==> src/rtl/mrd_pkg.sv <==
// Shared constants and types for the Mixed Radix DFT source stage.
// Bank geometry, word widths and frame limits live here.
package mrd_pkg;

  localparam int NUM_BANKS   = 7;
  localparam int W_BANK_DATA = 30;
  localparam int W_OUT       = 18;
  localparam int W_BANK_ADDR = 8;
  localparam int W_BANK_IDX  = 3;
  localparam int W_DFTPTS    = 12;
  localparam int MAX_DFTPTS  = 1200;

  typedef enum logic [1:0] {
    IDLE,
    READ,
    DRAIN
  } src_state_t;

endpackage

==> src/rtl/mrd_out_sat.sv <==
// Arithmetic right shift of a bank word followed by
// saturation to the streaming output width.
module mrd_out_sat
  import mrd_pkg::*;
#(
  parameter int SHIFT = 0
) (
  input  logic [W_BANK_DATA-1:0] i_d,
  output logic [W_OUT-1:0]       o_d
);

  localparam logic signed [W_BANK_DATA-1:0] MAXV =
    W_BANK_DATA'((1 << (W_OUT - 1)) - 1);
  localparam logic signed [W_BANK_DATA-1:0] MINV =
    W_BANK_DATA'(-(1 << (W_OUT - 1)));

  logic signed [W_BANK_DATA-1:0] w_x;

  assign w_x = $signed(i_d) >>> SHIFT;

  always_comb begin
    o_d = w_x[W_OUT-1:0];
    if (w_x > MAXV) begin
      o_d = {1'b0, {(W_OUT-1){1'b1}}};
    end else if (w_x < MINV) begin
      o_d = {1'b1, {(W_OUT-1){1'b0}}};
    end
  end

endmodule

==> src/rtl/mrd_source_rd.sv <==
// Source stage: reads the 7 banks in natural order (k mod 7, k div 7),
// narrows each word and streams it out with valid/sop/eop framing.
module mrd_source_rd
  import mrd_pkg::*;
#(
  parameter int SHIFT  = 0,
  parameter int RD_LAT = 1
) (
  input  logic                                      clk,
  input  logic                                      rst_n,
  input  logic                                      start,
  input  logic [W_DFTPTS-1:0]                       dftpts,
  output logic [NUM_BANKS-1:0]                      rden,
  output logic [NUM_BANKS-1:0][W_BANK_ADDR-1:0]     rdaddr,
  input  logic [NUM_BANKS-1:0][W_BANK_DATA-1:0]     rd_real,
  input  logic [NUM_BANKS-1:0][W_BANK_DATA-1:0]     rd_imag,
  output logic                                      src_valid,
  output logic                                      src_sop,
  output logic                                      src_eop,
  output logic [W_OUT-1:0]                          src_real,
  output logic [W_OUT-1:0]                          src_imag,
  output logic [W_DFTPTS-1:0]                       src_dftpts,
  output logic                                      busy,
  output logic                                      done
);

  localparam logic [1:0] DRAIN_LAST = 2'(RD_LAT);
  localparam logic [W_BANK_IDX-1:0] LAST_BANK =
    W_BANK_IDX'(NUM_BANKS - 1);

  src_state_t r_state;
  src_state_t w_state_nxt;

  logic [W_DFTPTS-1:0]    r_n;
  logic [W_DFTPTS-1:0]    r_k;
  logic [W_BANK_IDX-1:0]  r_b;
  logic [W_BANK_ADDR-1:0] r_a;
  logic [1:0]             r_dcnt;

  logic                   w_accept;
  logic                   w_issue;
  logic                   w_last;
  logic [W_BANK_IDX-1:0]  w_b;
  logic [W_BANK_ADDR-1:0] w_a;

  // qualifiers of the read visible on rden this cycle
  logic                  r_rd_vld;
  logic                  r_rd_sop;
  logic                  r_rd_eop;
  logic [W_BANK_IDX-1:0] r_rd_b;

  logic [RD_LAT-1:0]                 r_p_vld;
  logic [RD_LAT-1:0]                 r_p_sop;
  logic [RD_LAT-1:0]                 r_p_eop;
  logic [RD_LAT-1:0][W_BANK_IDX-1:0] r_p_b;

  logic [W_BANK_IDX-1:0]  w_sel_b;
  logic [W_OUT-1:0]       w_re_sat;
  logic [W_OUT-1:0]       w_im_sat;

  assign w_accept = (r_state == IDLE) && start &&
                    (dftpts != '0) &&
                    (dftpts <= W_DFTPTS'(MAX_DFTPTS));

  assign w_issue = w_accept ||
                   ((r_state == READ) && (r_k != r_n));

  assign w_last = w_accept ? (dftpts == W_DFTPTS'(1))
                           : (r_k == r_n - 1'b1);

  assign w_b = w_accept ? '0 : r_b;
  assign w_a = w_accept ? '0 : r_a;

  assign busy = (r_state != IDLE);

  always_ff @(posedge clk) begin
    if (!rst_n) begin
      r_state <= IDLE;
    end else begin
      r_state <= w_state_nxt;
    end
  end

  always_comb begin
    w_state_nxt = r_state;
    unique case (r_state)
      IDLE:    if (w_accept) w_state_nxt = READ;
      READ:    if (r_k == r_n) w_state_nxt = DRAIN;
      DRAIN:   if (r_dcnt == DRAIN_LAST) w_state_nxt = IDLE;
      default: w_state_nxt = IDLE;
    endcase
  end

  always_ff @(posedge clk) begin
    if (!rst_n) begin
      rden       <= '0;
      rdaddr     <= '0;
      src_dftpts <= '0;
      r_n        <= '0;
      r_k        <= '0;
      r_b        <= '0;
      r_a        <= '0;
      r_dcnt     <= '0;
      r_rd_vld   <= 1'b0;
      r_rd_sop   <= 1'b0;
      r_rd_eop   <= 1'b0;
      r_rd_b     <= '0;
    end else begin
      rden <= '0;
      if (w_issue) begin
        rden[w_b]   <= 1'b1;
        rdaddr[w_b] <= w_a;
      end
      if (w_accept) begin
        r_n        <= dftpts;
        src_dftpts <= dftpts;
      end
      // bank/address walk k mod 7, k div 7 without a divider
      if (w_issue) begin
        r_k <= (w_accept ? '0 : r_k) + 1'b1;
        if (w_b == LAST_BANK) begin
          r_b <= '0;
          r_a <= w_a + 1'b1;
        end else begin
          r_b <= w_b + 1'b1;
          r_a <= w_a;
        end
      end
      r_dcnt   <= (r_state == DRAIN) ? r_dcnt + 1'b1 : '0;
      r_rd_vld <= w_issue;
      r_rd_sop <= w_accept;
      r_rd_eop <= w_issue && w_last;
      r_rd_b   <= w_b;
    end
  end

  always_ff @(posedge clk) begin
    if (!rst_n) begin
      r_p_vld <= '0;
      r_p_sop <= '0;
      r_p_eop <= '0;
      r_p_b   <= '0;
    end else begin
      r_p_vld[0] <= r_rd_vld;
      r_p_sop[0] <= r_rd_sop;
      r_p_eop[0] <= r_rd_eop;
      r_p_b[0]   <= r_rd_b;
      for (int i = 1; i < RD_LAT; i++) begin
        r_p_vld[i] <= r_p_vld[i-1];
        r_p_sop[i] <= r_p_sop[i-1];
        r_p_eop[i] <= r_p_eop[i-1];
        r_p_b[i]   <= r_p_b[i-1];
      end
    end
  end

  assign w_sel_b = r_p_b[RD_LAT-1];

  mrd_out_sat #(.SHIFT(SHIFT)) u_sat_re (
    .i_d (rd_real[w_sel_b]),
    .o_d (w_re_sat)
  );

  mrd_out_sat #(.SHIFT(SHIFT)) u_sat_im (
    .i_d (rd_imag[w_sel_b]),
    .o_d (w_im_sat)
  );

  always_ff @(posedge clk) begin
    if (!rst_n) begin
      src_valid <= 1'b0;
      src_sop   <= 1'b0;
      src_eop   <= 1'b0;
      src_real  <= '0;
      src_imag  <= '0;
      done      <= 1'b0;
    end else begin
      src_valid <= r_p_vld[RD_LAT-1];
      src_sop   <= r_p_vld[RD_LAT-1] && r_p_sop[RD_LAT-1];
      src_eop   <= r_p_vld[RD_LAT-1] && r_p_eop[RD_LAT-1];
      if (r_p_vld[RD_LAT-1]) begin
        src_real <= w_re_sat;
        src_imag <= w_im_sat;
      end
      done <= src_valid && src_eop;
    end
  end

endmodule

==> config.mk <==
export PLATFORM = sky130hd
export DESIGN_NAME = mrd_source_rd
export DESIGN_NICKNAME = d
export VERILOG_FILES = /design/src/rtl/mrd_pkg.sv /design/src/rtl/mrd_out_sat.sv /design/src/rtl/mrd_source_rd.sv
export SDC_FILE = /design/constraint.sdc
export NUM_CORES = 1
export LEC_CHECK = 0
export CAP_MARGIN = 10
export CORE_AREA = 2 2 213 215
export CTS_CLUSTER_SIZE = 8
export DETAILED_ROUTE_END_ITERATION = 10
export DIE_AREA = 0 0 215 217
export PLACE_DENSITY_LB_ADDON = 0.25
export SYNTH_ARGS = -nofsm -noshare
export SYNTH_HDL_FRONTEND = slang
export SYNTH_HIERARCHICAL = 1
export SYNTH_SLANG_ARGS = --single-unit
==> constraint.sdc <==
create_clock -name clk -period 6.9 [get_ports clk]
set_clock_uncertainty 0.1 [all_clocks]
set_input_delay 1.38 -clock clk [delete_from_list [all_inputs] [get_ports clk]]
set_output_delay 1.38 -clock clk [all_outputs]
set_load 0.02 [all_outputs]
; Yosys cells after proc, flatten, opt, wreduce, memory -nomap -nowiden
; Index checks and enable logic that the tools add are counted.
[classes]
addsub = 5
mul = 0
div = 0
magnitude_cmp = 8
n_eq_ne = 11
shift = 0
muxes = 23
n_bitwise = 0
n_reduce_logical = 16
[op_table]
columns = operator, count
row1 = binary-select mux 30 bit (select 3 bit), 2
row2 = 2-to-1 mux 18 bit, 4
row3 = > comparator 30 x 18 -> 1 bit (second input constant), 2
row4 = < comparator 30 x 18 -> 1 bit (second input constant), 2
row5 = 2-to-1 mux 30 bit, 2
row6 = bitwise mux 56 bit, 1
row7 = demux 8 bit (select 3 bit), 1
row8 = == test 12 bit, 2
row9 = 2-to-1 mux 8 bit, 3
row10 = adder 12 x 1 -> 12 bit (second input constant), 1
row11 = == test 12 x 1 -> 1 bit (second input constant), 1
row12 = less-or-equal comparator 12 x 11 -> 1 bit (second input constant), 1
row13 = 2-to-1 mux 12 bit, 1
row14 = inequality test 12 bit, 1
row15 = nonzero test 12 bit, 1
row16 = subtractor 12 x 1 -> 12 bit (second input constant), 1
row17 = logical AND 1 bit, 9
row18 = adder 8 x 1 -> 8 bit (second input constant), 1
row19 = < comparator 3 x 4 -> 1 bit (second input constant), 2
row20 = 2-to-1 mux 2 bit, 3
row21 = 2-to-1 mux 3 bit, 2
row22 = one-hot mux 2 bit (3 select lines), 1
row23 = == test 2 x 1 -> 1 bit (second input constant), 2
row24 = inequality test 2 bit (second input constant), 2
row25 = 13 further kinds, 15
[word_totals]
ff_bits = 154
latch_bits = 0
mem_bits_rw = 0
mem_bits_ro = 0
inputBits = 435
elab_cells = 91
memories = 0

; Longest topological paths before layout
; Gate-level depths: netlist of run 1.
[logic_depth]
depth_word = 10
mapped_depth = 13
depth_no_buf = 9

; By module
; The synthesis of run 1 kept the hierarchy.
[by_module_without_submodules]
columns = mod, instances, cells_each, area_per_inst_um2, seq_area_each_um2
row1 = mrd_source_rd, 1, 1039, 9376.5, 3083.0
row2 = mrd_out_sat, 2, 28, 227.7, 0.0

; Worst setup path before layout of run 1
; No wires, ideal clock.
[synth_path]
kind = input to register
startpoint = input dftpts[11]
endpoint = register r_k[4]
setup_ns = 0.065
arrival_time_ns = 3.587
required_ns = 6.735
path_slack_ns = 3.148
cell_stages = 10
path_cell_list = or4_1 > or3b_1 > o211ai_2 > buf_6 > buf_2 > and2_1 > ha_1 > nand4_1 > mux2_2 > nor2_1
[synth_via]
elab_chain_cells = 5
word_cells_on_any_way = 7
[synth_lines]
columns = item, line
row1 = start: declaration, mrd_source_rd.sv:12  ; input logic [W_DFTPTS-1:0] dftpts,
row2 = branches (longest 2 deep; another with less-or-equal comparator 12 x 11 -> 1 bit), -
row3 = logical AND 1 bit (*), mrd_source_rd.sv:62  ; (dftpts != '0) &&
row4 = 2-to-1 mux 12 bit, mrd_source_rd.sv:120  ; r_k <= (w_accept ? '0 : r_k) + 1'b1;
row5 = adder 12 x 1 -> 12 bit, mrd_source_rd.sv:120
row6 = end signal: assignment, mrd_source_rd.sv:120
row7 = end: declaration, mrd_source_rd.sv:35  ; logic [W_DFTPTS-1:0] r_k;
; Every way passes the cells marked *.
; A chain may end at the register's enable or synchronous reset.

; Worst setup path in the final report of run 1
[layout_path]
startpoint = input dftpts[11]
endpoint = register r_a[6]
[layout_via]
elab_chain_cells = 6
word_cells_on_any_way = 10
[layout_lines]
columns = item, line
row1 = branches (longest 2 deep; another with less-or-equal comparator 12 x 11 -> 1 bit), -
row2 = logical AND 1 bit (*), mrd_source_rd.sv:62
row3 = 2-to-1 mux 8 bit or 2-to-1 mux 3 bit (tied branches), "mrd_source_rd.sv:72, mrd_source_rd.sv:71"
row4 = adder 8 x 1 -> 8 bit or == test 3 bit (tied branches), "mrd_source_rd.sv:123, mrd_source_rd.sv:121"
row5 = 2-to-1 mux 8 bit, mrd_source_rd.sv:121  ; if (w_b == LAST_BANK) begin
row6 = end signal: assignment, mrd_source_rd.sv:123  ; r_a <= w_a + 1'b1;
row7 = end signal: assignment, mrd_source_rd.sv:126  ; r_a <= w_a;
row8 = end: declaration, mrd_source_rd.sv:37  ; logic [W_BANK_ADDR-1:0] r_a;
; Marks and branches as above.

==> results of run 1 <==
## synth_stat cells, drive strengths merged, types with 3 or more instances
| library cell | number | area [sq um] |
|---|---|---|
| nor2 | 258 | 978.4 |
| nand3 | 4 | 20.02 |
| o21a | 3 | 22.52 |
| ha | 4 | 50.05 |
| nand4 | 18 | 112.6 |
| and2 | 20 | 125.1 |
| nand3b | 3 | 22.52 |
| and3 | 11 | 68.82 |
| xnor2 | 23 | 201.4 |
| a31oi | 4 | 25.02 |
| xor2 | 14 | 130.1 |
| nor4 | 20 | 131.4 |
| inv | 8 | 30.03 |
| o211ai | 3 | 27.52 |
| mux4 | 60 | 1351 |
| clkbuf | 74 | 281.5 |
| nand2 | 14 | 55.06 |
| nor3 | 7 | 35.03 |
| a21oi | 127 | 635.6 |
| or4 | 3 | 26.27 |
| or2 | 3 | 18.77 |
| a21o | 35 | 280.3 |
| a32oi | 3 | 26.28 |
| o31ai | 3 | 50.05 |
| mux2i | 165 | 1652 |
| dfxtp | 154 | 3083 |
| buf | 31 | 204.0 |
## cells by family after synthesis
family,synth area share (%)
mux,30.66
compound gates,11.67
simple gates,17.19
buf+inv,5.243
fa+ha+maj,0.5091
flops,31.36
xor+xnor,3.372
## registers in the layout, indices dropped and copies added, names as in the netlist, 7 cells and up
| name | flops |
|---|---|
| src_imag | 18 |
| r_k | 12 |
| rdaddr | 56 |
| r_n | 12 |
| rden | 7 |
| src_real | 18 |
| r_a | 8 |
## power by group through the flow
stage               logic (uW)  clock network (uW)  registers [uW]
finish                     562                1010             919
global route               601                1090             921
CTS                        566                1050             919
detailed placement         562                   0             939
global placement           559                   0             940
floorplan                  225                   0             941
## per-stage QoR
stage	total power, uW	instances
after global placement	1498	2153
after CTS	2536	2185
after global routing	2611	2192
after floorplan	1166	1095
after detailed placement	1501	2153
final	2495	2192
## layout make-up
| cell class | count | share of cell area, % |
|---|---|---|
| inverters | 8 | 0.1904 |
| diodes | 7 | 0.1066 |
| multi-input cells | 828 | 38.18 |
| well taps | 600 | 4.570 |
| clock buffers | 18 | 2.613 |
| clock inverters | 14 | 1.310 |
| flip-flops and latches | 154 | 18.84 |
| repair buffers | 563 | 34.18 |
## metal layers
layer  vias up  track usage, %  share of wire [%]
met5         -               0               0.13
met4        12           6.184                2.4
met3        59           6.164                7.3
met2       329           31.80                 47
met1      4862           24.20                 43
li1       4874               -                  -
## worst paths after layout
check,depth (start not counted),from,end
worst max-delay path,11,dftpts[11],r_a[6]$_SDFFE_PN0P_
worst max register to register,8,r_p_b[1]$_SDFF_PN0_,src_imag[2]$_SDFFE_PN0P_
worst min register to register,1,r_dcnt[0]$_SDFF_PN0_,r_dcnt[0]$_SDFF_PN0_
worst min-delay path,1,r_dcnt[0]$_SDFF_PN0_,r_dcnt[0]$_SDFF_PN0_
==> run metrics, run 1 <==
Tcrit/Tclk final a little over three fifths; largest net degree at the start of global routing ~110; CTS tree built; worst min-delay path category flip-flop to flip-flop; Clk pwr share 40.7%; CTS resizes 0; Vias approximately 10k; Final ANT Viol Nets 0; Initial Util a little over a fifth; CTS clk-pin slew, worst paths roughly 70 ps; Buffers on Ports 550; TritonCTS buffer count 17; final net count 2011; ys flop type dfxtp_1; Final Critical Period roughly 4300 ps; Row Count 78; ys async rst share 0%; Post-Route WL approximately 47000 microns; switching part of the total between 20% and 30%; Final Hold Vio Count 0; H-tree depth 4; outcome finished clean; R2R setup slack between 2000 and 3000 ps; post-CTS setup buffers 0; Worst-Margin Slew ~1100 ps; peak supply drop 0.1553 mV; Yosys reg bits ~150; Pleak between 0.005 and 0.006 uW; clk sinks 154; crit path max fanout 36; Yosys cell types between 50 and 60; CP max-delay cell or4_1; Register Area 0.003095 sq mm; IO Count ~550; setup slack at placement ~2100 ps; multi-input logic area between 0.006 and 0.007 sq mm; overall routing resource usage between 10% and 20%; RSZ-0062 raised after global routing no; filler instances ~4.6k; die area ~0.047 sq mm; GP Congestion about 0.89; Crit path required time approximately 7100 ps; Worst Setup Path Type input pin to flip-flop; Internal Pwr Total 1835 uW; Vias/cell around 4.6; Max clock buf depth 2; Slew Limit Fails 0; fmax between 200 and 250 MHz; post-layout util a little under two fifths; fin area roughly 0.016 sq mm; switching power between 600 and 700 uW; vias in the first global route approximately 10k; Post-synth EDFFs 0; Crit path max-delay family simple AND/OR/NAND/NOR gates; Root Buffer clkbuf_16; post-detailed-placement half-perimeter wirelength ~37000 microns; Critical Path Start Type input pin; Post-Place Cell Area about 0.016 sq mm; grt ovf 0; max cap viols 0; Crit path buffers/inverters 2; crit-path cells clkdlybuf4s50_1, or4_1, or3b_1, o211ai_2, buf_4, and2_1, ha_1, nand4b_1, nor4_1, xnor2_1, nor2_1; antenna violations before repair 14; Syn Area/Cell 8.979 sq um; setup TNS 0 ps; critical path's largest stage delay 580 ps; wire length per cell 21.54 microns; register area share after synthesis between 30% and 40%; DR pass1 iterations 5; Worst-Skew Late Latency 430 ps; CORE AREA 0.04470 sq mm; Die Span Y approximately 220 microns; sequential share of power between 30% and 40%; slack of the critical path ~2600 ps; drt drc 0; most frequent cells in the layout 550 x clkdlybuf4s50_1, 256 x nor2_1, 165 x mux2i_1; final hold slack approximately 330 ps; most common cell after layout, fill and taps aside clkdlybuf4s50_1; Yosys warning count 6; max_slew headroom 27.42%; Critical Path AT roughly 4500 ps; power density over cell area approximately 150 mW/mm^2; nature of the critical path endpoint flip-flop; first-pass GRT wire length 68050 microns; hold_buf cts 0; 1st-iter DRT viols about 520; cells after synthesis 1095; combinational share of power between 20% and 30%; post-synthesis to final-layout area growth 67.08%; Die W 215 microns; post-synth net total roughly 1.5k; layout cell share with drive strength beyond 1 9.211%; Final setup violation count 0; mapped cell area 0.009832 sq mm
No activity file was read; power rests on OpenSTA's default activity.
==> run 2: changes to the inputs <==
==> constraint.sdc (replaced) <==
create_clock -name clk -period 3.8 [get_ports clk]
set_clock_uncertainty 0.1 [all_clocks]
set_input_delay 0.76 -clock clk [delete_from_list [all_inputs] [get_ports clk]]
set_output_delay 0.76 -clock clk [all_outputs]
set_load 0.02 [all_outputs]
==> run 2 against run 1 <==
Routed wire length fell by 1.3%; via count rose by 1.3%; sequential cell count did not move; sequential power rose by 82%; sequential share of layout area fell by 0.19 points; power rose by 80%; core utilization rose by 0.38 points; clock power rose by 76%; cell count rose by 0.96%; non-clock buffer count rose by 20; design area rose by 1.0%; die area did not move.
==> run metrics, run 2 (synthesis gave the netlist of run 1 again) <==
antenna violations before repair 12 (-2); Slew Limit Fails 0 (unchanged); vias in the first global route 10.20k (+2.0%); Die W 215 microns (unchanged); post-synthesis to final-layout area growth 68.81%; Tcrit/Tclk final about 84%; 1st-iter DRT viols 638 (+23%); dpl cells 2173 (+0.93%); Critical Path Source dftpts[11]; post-detailed-placement half-perimeter wirelength 37860 microns (+2.4%); overall routing resource usage 19.27% (-0.12 points); CTS clk-pin slew, worst paths 70 ps (about the same); crit path max fanout 12 (-67%); DR pass1 iterations 7 (+2); IO Count 551 (unchanged); GP Congestion 0.9153 (+2.8%); peak supply drop 0.3032 mV (+95%); power density over cell area 270.1 mW/mm^2 (+78%); multi-input logic area 0.006272 sq mm (unchanged); Vias 10.26k (+1.3%); Root Buffer clkbuf_16; Critical Path AT 3380 ps (-1140 ps); outcome finished clean; Worst-Margin Slew 852.2 ps (-231.4 ps); Initial Util 22.00% (unchanged); Final ANT Viol Nets 0 (unchanged); die area 0.04666 sq mm (unchanged); WHS Path Cells 1 (unchanged); CORE AREA 0.04470 sq mm (unchanged); CTS tree built; worst hold endpoint r_dcnt[0]$_SDFF_PN0_; Register Area 0.003095 sq mm (unchanged); clk sinks 154 (unchanged); wire length per cell 21.06 microns (-2.2%); first-pass GRT wire length 67780 microns (-0.40%); Buffers on Ports 550 (unchanged); most frequent cells in the layout 550 x clkdlybuf4s50_1, 256 x nor2_1, 165 x mux2i_1; largest net degree at the start of global routing 64 (-41%); nature of the critical path endpoint flip-flop; post-layout util 37.13% (+0.38 points); Final setup violation count 0 (unchanged); TritonCTS buffer count 17 (unchanged); Critical Path Start Type input pin; drt drc 0 (unchanged); RSZ-0062 raised after global routing no; CTS resizes 0 (unchanged); Non-Filler Instances 2213 (+0.96%); FF-to-FF path depth 10 (+2); fmax roughly 310 MHz; final hold slack 327.0 ps (+1.665 ps); max cap viols 0 (unchanged); R2R Path End src_imag[5]$_SDFFE_PN0P_; most common cell after layout, fill and taps aside clkdlybuf4s50_1; max_slew headroom 43.19% (+16 points); number of flip-flops in the largest register 56 (unchanged); filler instances 4608 (-0.43%); layout cell share with drive strength beyond 1 10.40% (+1.2 points); setup TNS 0 ps (unchanged); H-tree depth 4 (unchanged); hold_buf cts 0 (unchanged); Largest Register rdaddr; Max clock buf depth 2 (unchanged); post-CTS setup buffers 0 (unchanged); final net count 2031 (+0.99%); Pleak 0.005937 uW (+1.9%); biggest regs rdaddr: 56 flops, src_imag: 18 flops, src_real: 18 flops; grt ovf 0 (unchanged); Hold Startpoint r_dcnt[0]$_SDFF_PN0_; Die Span Y 217 microns (unchanged); Crit path required time 4000 ps (-3100 ps); Vias/cell 4.638 (+0.29%); worst min-delay path category flip-flop to flip-flop; Final Hold Vio Count 0 (unchanged); RR Startpoint r_p_b[0]$_SDFF_PN0_; Row Count 78 (unchanged); R2R setup slack 710 ps (-2080 ps); Worst-Skew Late Latency 430 ps (about the same); Post-Route WL 46600 microns (-1.3%); Final Critical Period ~3200 ps; Worst Setup Path Type input pin to flip-flop
## run 2: worst max path at each step
stage / to / cells past startpoint / slack, ps
2_1_floorplan: r_k[4]$_SDFFE_PN0P_ / 10 / 670
3_3_place_gp: r_a[6]$_SDFFE_PN0P_ / 10 / 170
3_5_place_dp: r_a[6]$_SDFFE_PN0P_ / 10 / 160
4_1_cts: r_a[6]$_SDFFE_PN0P_ / 10 / 620
5_1_grt: src_imag[5]$_SDFFE_PN0P_ / 10 / 420
6_report: r_a[6]$_SDFFE_PN0P_ / 10 / 620
## run 2: per-layer routing
layer | global-route usage [%] | vias to the layer above | share of wire, %
met4 | 6.667 | 6 | 2.5
met3 | 5.451 | 50 | 7.2
met5 | 0 | - | 0.086
met1 | 23.94 | 4926 | 42
met2 | 32.02 | 369 | 48
li1 | - | 4912 | -
## run 2: critical path, stage by stage
cell	delay, ps
clkdlybuf4s50_1	410
or4_1	570
or3b_1	410
o211ai_2	210
and2_1	230
ha_1	150
nand4b_1	150
nor4_1	260
xnor2_1	160
nor2_1	50
## run 2: cell type report
cell class / instances / share of cell area [%]
multi-input cells: 828 / 37.79
repair buffers: 583 / 34.96
flip-flops and latches: 154 / 18.65
well taps: 600 / 4.523
clock buffers: 18 / 2.646
clock inverters: 14 / 1.116
inverters: 8 / 0.1885
diodes: 8 / 0.1206
## run 2: power by group
part	total (uW)	internal [uW]	switching (uW)
combinational	1030	640	389
clock	1780	1020	765
sequential	1670	1640	36.3
total	4480	3290	1190
## run 2: stage by stage
stage	cell area, sq um	power, uW	setup slack, ps
CTS	16580	4549	623.3
global placement	15950	2735	171.7
finish	16600	4483	620.6
floorplan	9832	2118	668.3
detailed placement	15950	2740	160.3
global route	16600	4679	420.4
==> run 3: changes to the inputs <==
==> constraint.sdc (replaced) <==
create_clock -name clk -period 2.75 [get_ports clk]
set_clock_uncertainty 0.1 [all_clocks]
set_input_delay 0.55 -clock clk [delete_from_list [all_inputs] [get_ports clk]]
set_output_delay 0.55 -clock clk [all_outputs]
set_load 0.02 [all_outputs]
==> run 3 against run 2 <==
Routed wire length up 2.8%; first-iteration DRC count shrank 10%; critical path type is now flip-flop to flip-flop; largest cell class is now non-clock buffers; sequential power rose by 37%; sequential share of layout area is 0.76 points lower; critical path depth unchanged; core utilization is 1.6 points higher; non-clock buffer count grew 53; worst hold slack improved by 3.2 ps; clock-buffer cell count down 1; highest routed layer unchanged.
==> run metrics, run 3 (synthesis gave the netlist of run 1 again) <==
H-tree depth 4 (unchanged); Worst-Skew Late Latency 430 ps (about the same); number of flip-flops in the largest register 56 (unchanged); R2R Path End src_imag[12]$_SDFFE_PN0P_; fmax ~370 MHz; switching part of the total 27.63% (+1.1 points); FF-to-FF path depth 10 (unchanged); Worst-Margin Slew 660.3 ps (-191.8 ps); max_slew headroom 55.77% (+13 points); layout cell share with drive strength beyond 1 14.48% (+4.1 points); combinational share of power 24.6% (+1.6 points); hold_buf cts 0 (unchanged); sequential share of power 36.8% (-0.5 points); CTS clk-pin slew, worst paths 70 ps (about the same); die area 0.04666 sq mm (unchanged); Final ANT Viol Nets 0 (unchanged); RSZ-0062 raised after global routing yes; filler instances 4571 (-0.80%); Max clock buf depth 2 (unchanged); TritonCTS buffer count 17 (unchanged); Tcrit/Tclk final 98.16%; R2R setup slack 50 ps (-660 ps); final hold slack 330.2 ps (+3.192 ps); Critical Path AT 2910 ps (-470 ps); Largest Register rdaddr; grt ovf 0 (unchanged); largest net degree at the start of global routing 55 (-14%); RR Startpoint r_p_b[0]$_SDFF_PN0_; Slew Limit Fails 0 (unchanged); Initial Util 22.00% (unchanged); Root Buffer clkbuf_16; Vias 10.50k (+2.3%); 1st-iter DRT viols 572 (-10%); overall routing resource usage 19.82% (+0.55 points); drt drc 0 (unchanged); Vias/cell 4.636 (about the same); nature of the critical path endpoint flip-flop; Worst Setup Path Type flip-flop to flip-flop; biggest regs rdaddr: 56 flops, src_imag: 18 flops, src_real: 18 flops; antenna violations before repair 10 (-2); peak supply drop 0.4007 mV (+32%); CTS tree built; post-detailed-placement half-perimeter wirelength 38770 microns (+2.4%); Post-Route WL 47900 microns (+2.8%); Critical Path Start Type flip-flop; Buffers on Ports 550 (unchanged); GP Congestion 0.9467 (+3.4%); crit path max fanout 30 (+18); post-synthesis to final-layout area growth 75.96%; Register Area 0.003095 sq mm (unchanged); Hold Startpoint r_dcnt[0]$_SDFF_PN0_; worst hold endpoint r_dcnt[0]$_SDFF_PN0_; IO Count 551 (unchanged); Die W 215 microns (unchanged); first-pass GRT wire length 69720 microns (+2.9%); Final Hold Vio Count 0 (unchanged); Row Count 78 (unchanged); wire length per cell 21.16 microns (+0.47%); clk sinks 154 (unchanged); Final setup violation count 0 (unchanged); power density over cell area 360.0 mW/mm^2 (+33%); multi-input logic area 0.006376 sq mm (+1.7%); outcome finished clean; Die Span Y 217 microns (unchanged); most frequent cells in the layout 541 x clkdlybuf4s50_1, 252 x nor2_1, 165 x mux2i_1; vias in the first global route 10.67k (+4.6%); Pleak 0.006321 uW (+6.5%); switching power 1721 uW (+45%); Crit path required time 2960 ps (-1040 ps); Clk pwr share 38.6% (-1.1 points); Non-Filler Instances 2264 (+2.3%); max cap viols 0 (unchanged); DR pass1 iterations 5 (-2); dpl cells 2213 (+1.8%); final net count 2084 (+2.6%); CORE AREA 0.04470 sq mm (unchanged); worst min-delay path category flip-flop to flip-flop; Final Critical Period 2699 ps; WHS Path Cells 1 (unchanged); Internal Pwr Total 4508 uW (+37%); most common cell after layout, fill and taps aside clkdlybuf4s50_1
==> run 3: how the worst max path moves through the flow <==
stage	startpoint	to	slack (ps)
3_3_place_gp	dftpts[11]	r_k[4]$_SDFFE_PN0P_	-480
5_1_grt	r_p_b[0]$_SDFF_PN0_	src_real[5]$_SDFFE_PN0P_	-110
6_report	r_p_b[0]$_SDFF_PN0_	src_imag[12]$_SDFFE_PN0P_	50
4_1_cts	r_p_b[0]$_SDFF_PN0_	src_imag[12]$_SDFFE_PN0P_	-8
2_1_floorplan	dftpts[0]	r_k[4]$_SDFFE_PN0P_	-60
3_5_place_dp	dftpts[0]	r_k[4]$_SDFFE_PN0P_	-530
==> run 3: routing by layer <==
| metal | part of all wire (%) | routed length [microns] | vias to the layer above | global-route usage (%) |
|---|---|---|---|---|
| li1 | - | - | 5018 | - |
| met1 | 42 | 19890 | 5062 | 24.30 |
| met2 | 49 | 23560 | 353 | 33.51 |
| met3 | 6.3 | 3038 | 58 | 4.808 |
| met4 | 2.9 | 1379 | 6 | 7.816 |
| met5 | 0.075 | 36 | - | 0 |
==> run 3: area by class of cell <==
| class | instances | share of cell area, % |
|---|---|---|
| Antenna cell | 6 | 0.08679 |
| Inverter | 8 | 0.1808 |
| Clock buffer | 17 | 2.459 |
| Tap cell | 600 | 4.339 |
| Sequential cell | 154 | 17.89 |
| Clock inverter | 15 | 0.9981 |
| Multi-Input combinational cell | 828 | 36.86 |
| Timing Repair Buffer | 636 | 37.19 |
==> run 3: worst max-delay path: stages (launching register included) <==
cell and delay [ps]:
dfxtp_4 390, buf_12 210, mux4_2 560, nor2_1 120, a21oi_1 80, nor4_2 320
a31oi_2 180, buf_12 190, a21o_1 210, mux2i_1 150, nor2_1 50
==> run 3: stage by stage <==
step | setup WS [ps] | TNS [ps] | util, % | cell area, sq um | total power, uW
floorplan | -57.21 | -57.21 | - | 9877 | 2931
global placement | -478.1 | -27530 | 36.79 | 16440 | 3847
detailed placement | -525.6 | -31710 | 36.79 | 16440 | 3857
CTS | -8.429 | -8.429 | 38.35 | 17140 | 6299
global route | -107.1 | -1889 | 38.71 | 17300 | 6517
finish | 50.72 | 0 | 38.71 | 17300 | 6229
==> run 3: power by group through the flow <==
stage | clock network [uW] | registers [uW] | logic (uW)
4_1_cts | 2470 | 2290 | 1530
3_5_place_dp | 0 | 2340 | 1510
6_report | 2410 | 2290 | 1530
5_1_grt | 2580 | 2300 | 1640
2_1_floorplan | 0 | 2360 | 569
3_3_place_gp | 0 | 2340 | 1500
==> run 3: timing repair <==
| action | CTS | global route |
|---|---|---|
| pin swaps | 9 | 9 |
| setup endpoints to repair | 38 | 41 |
| cloned | 1 | 0 |
| gates resized for setup | 14 | 15 |
| buffers inserted | 4 | 8 |
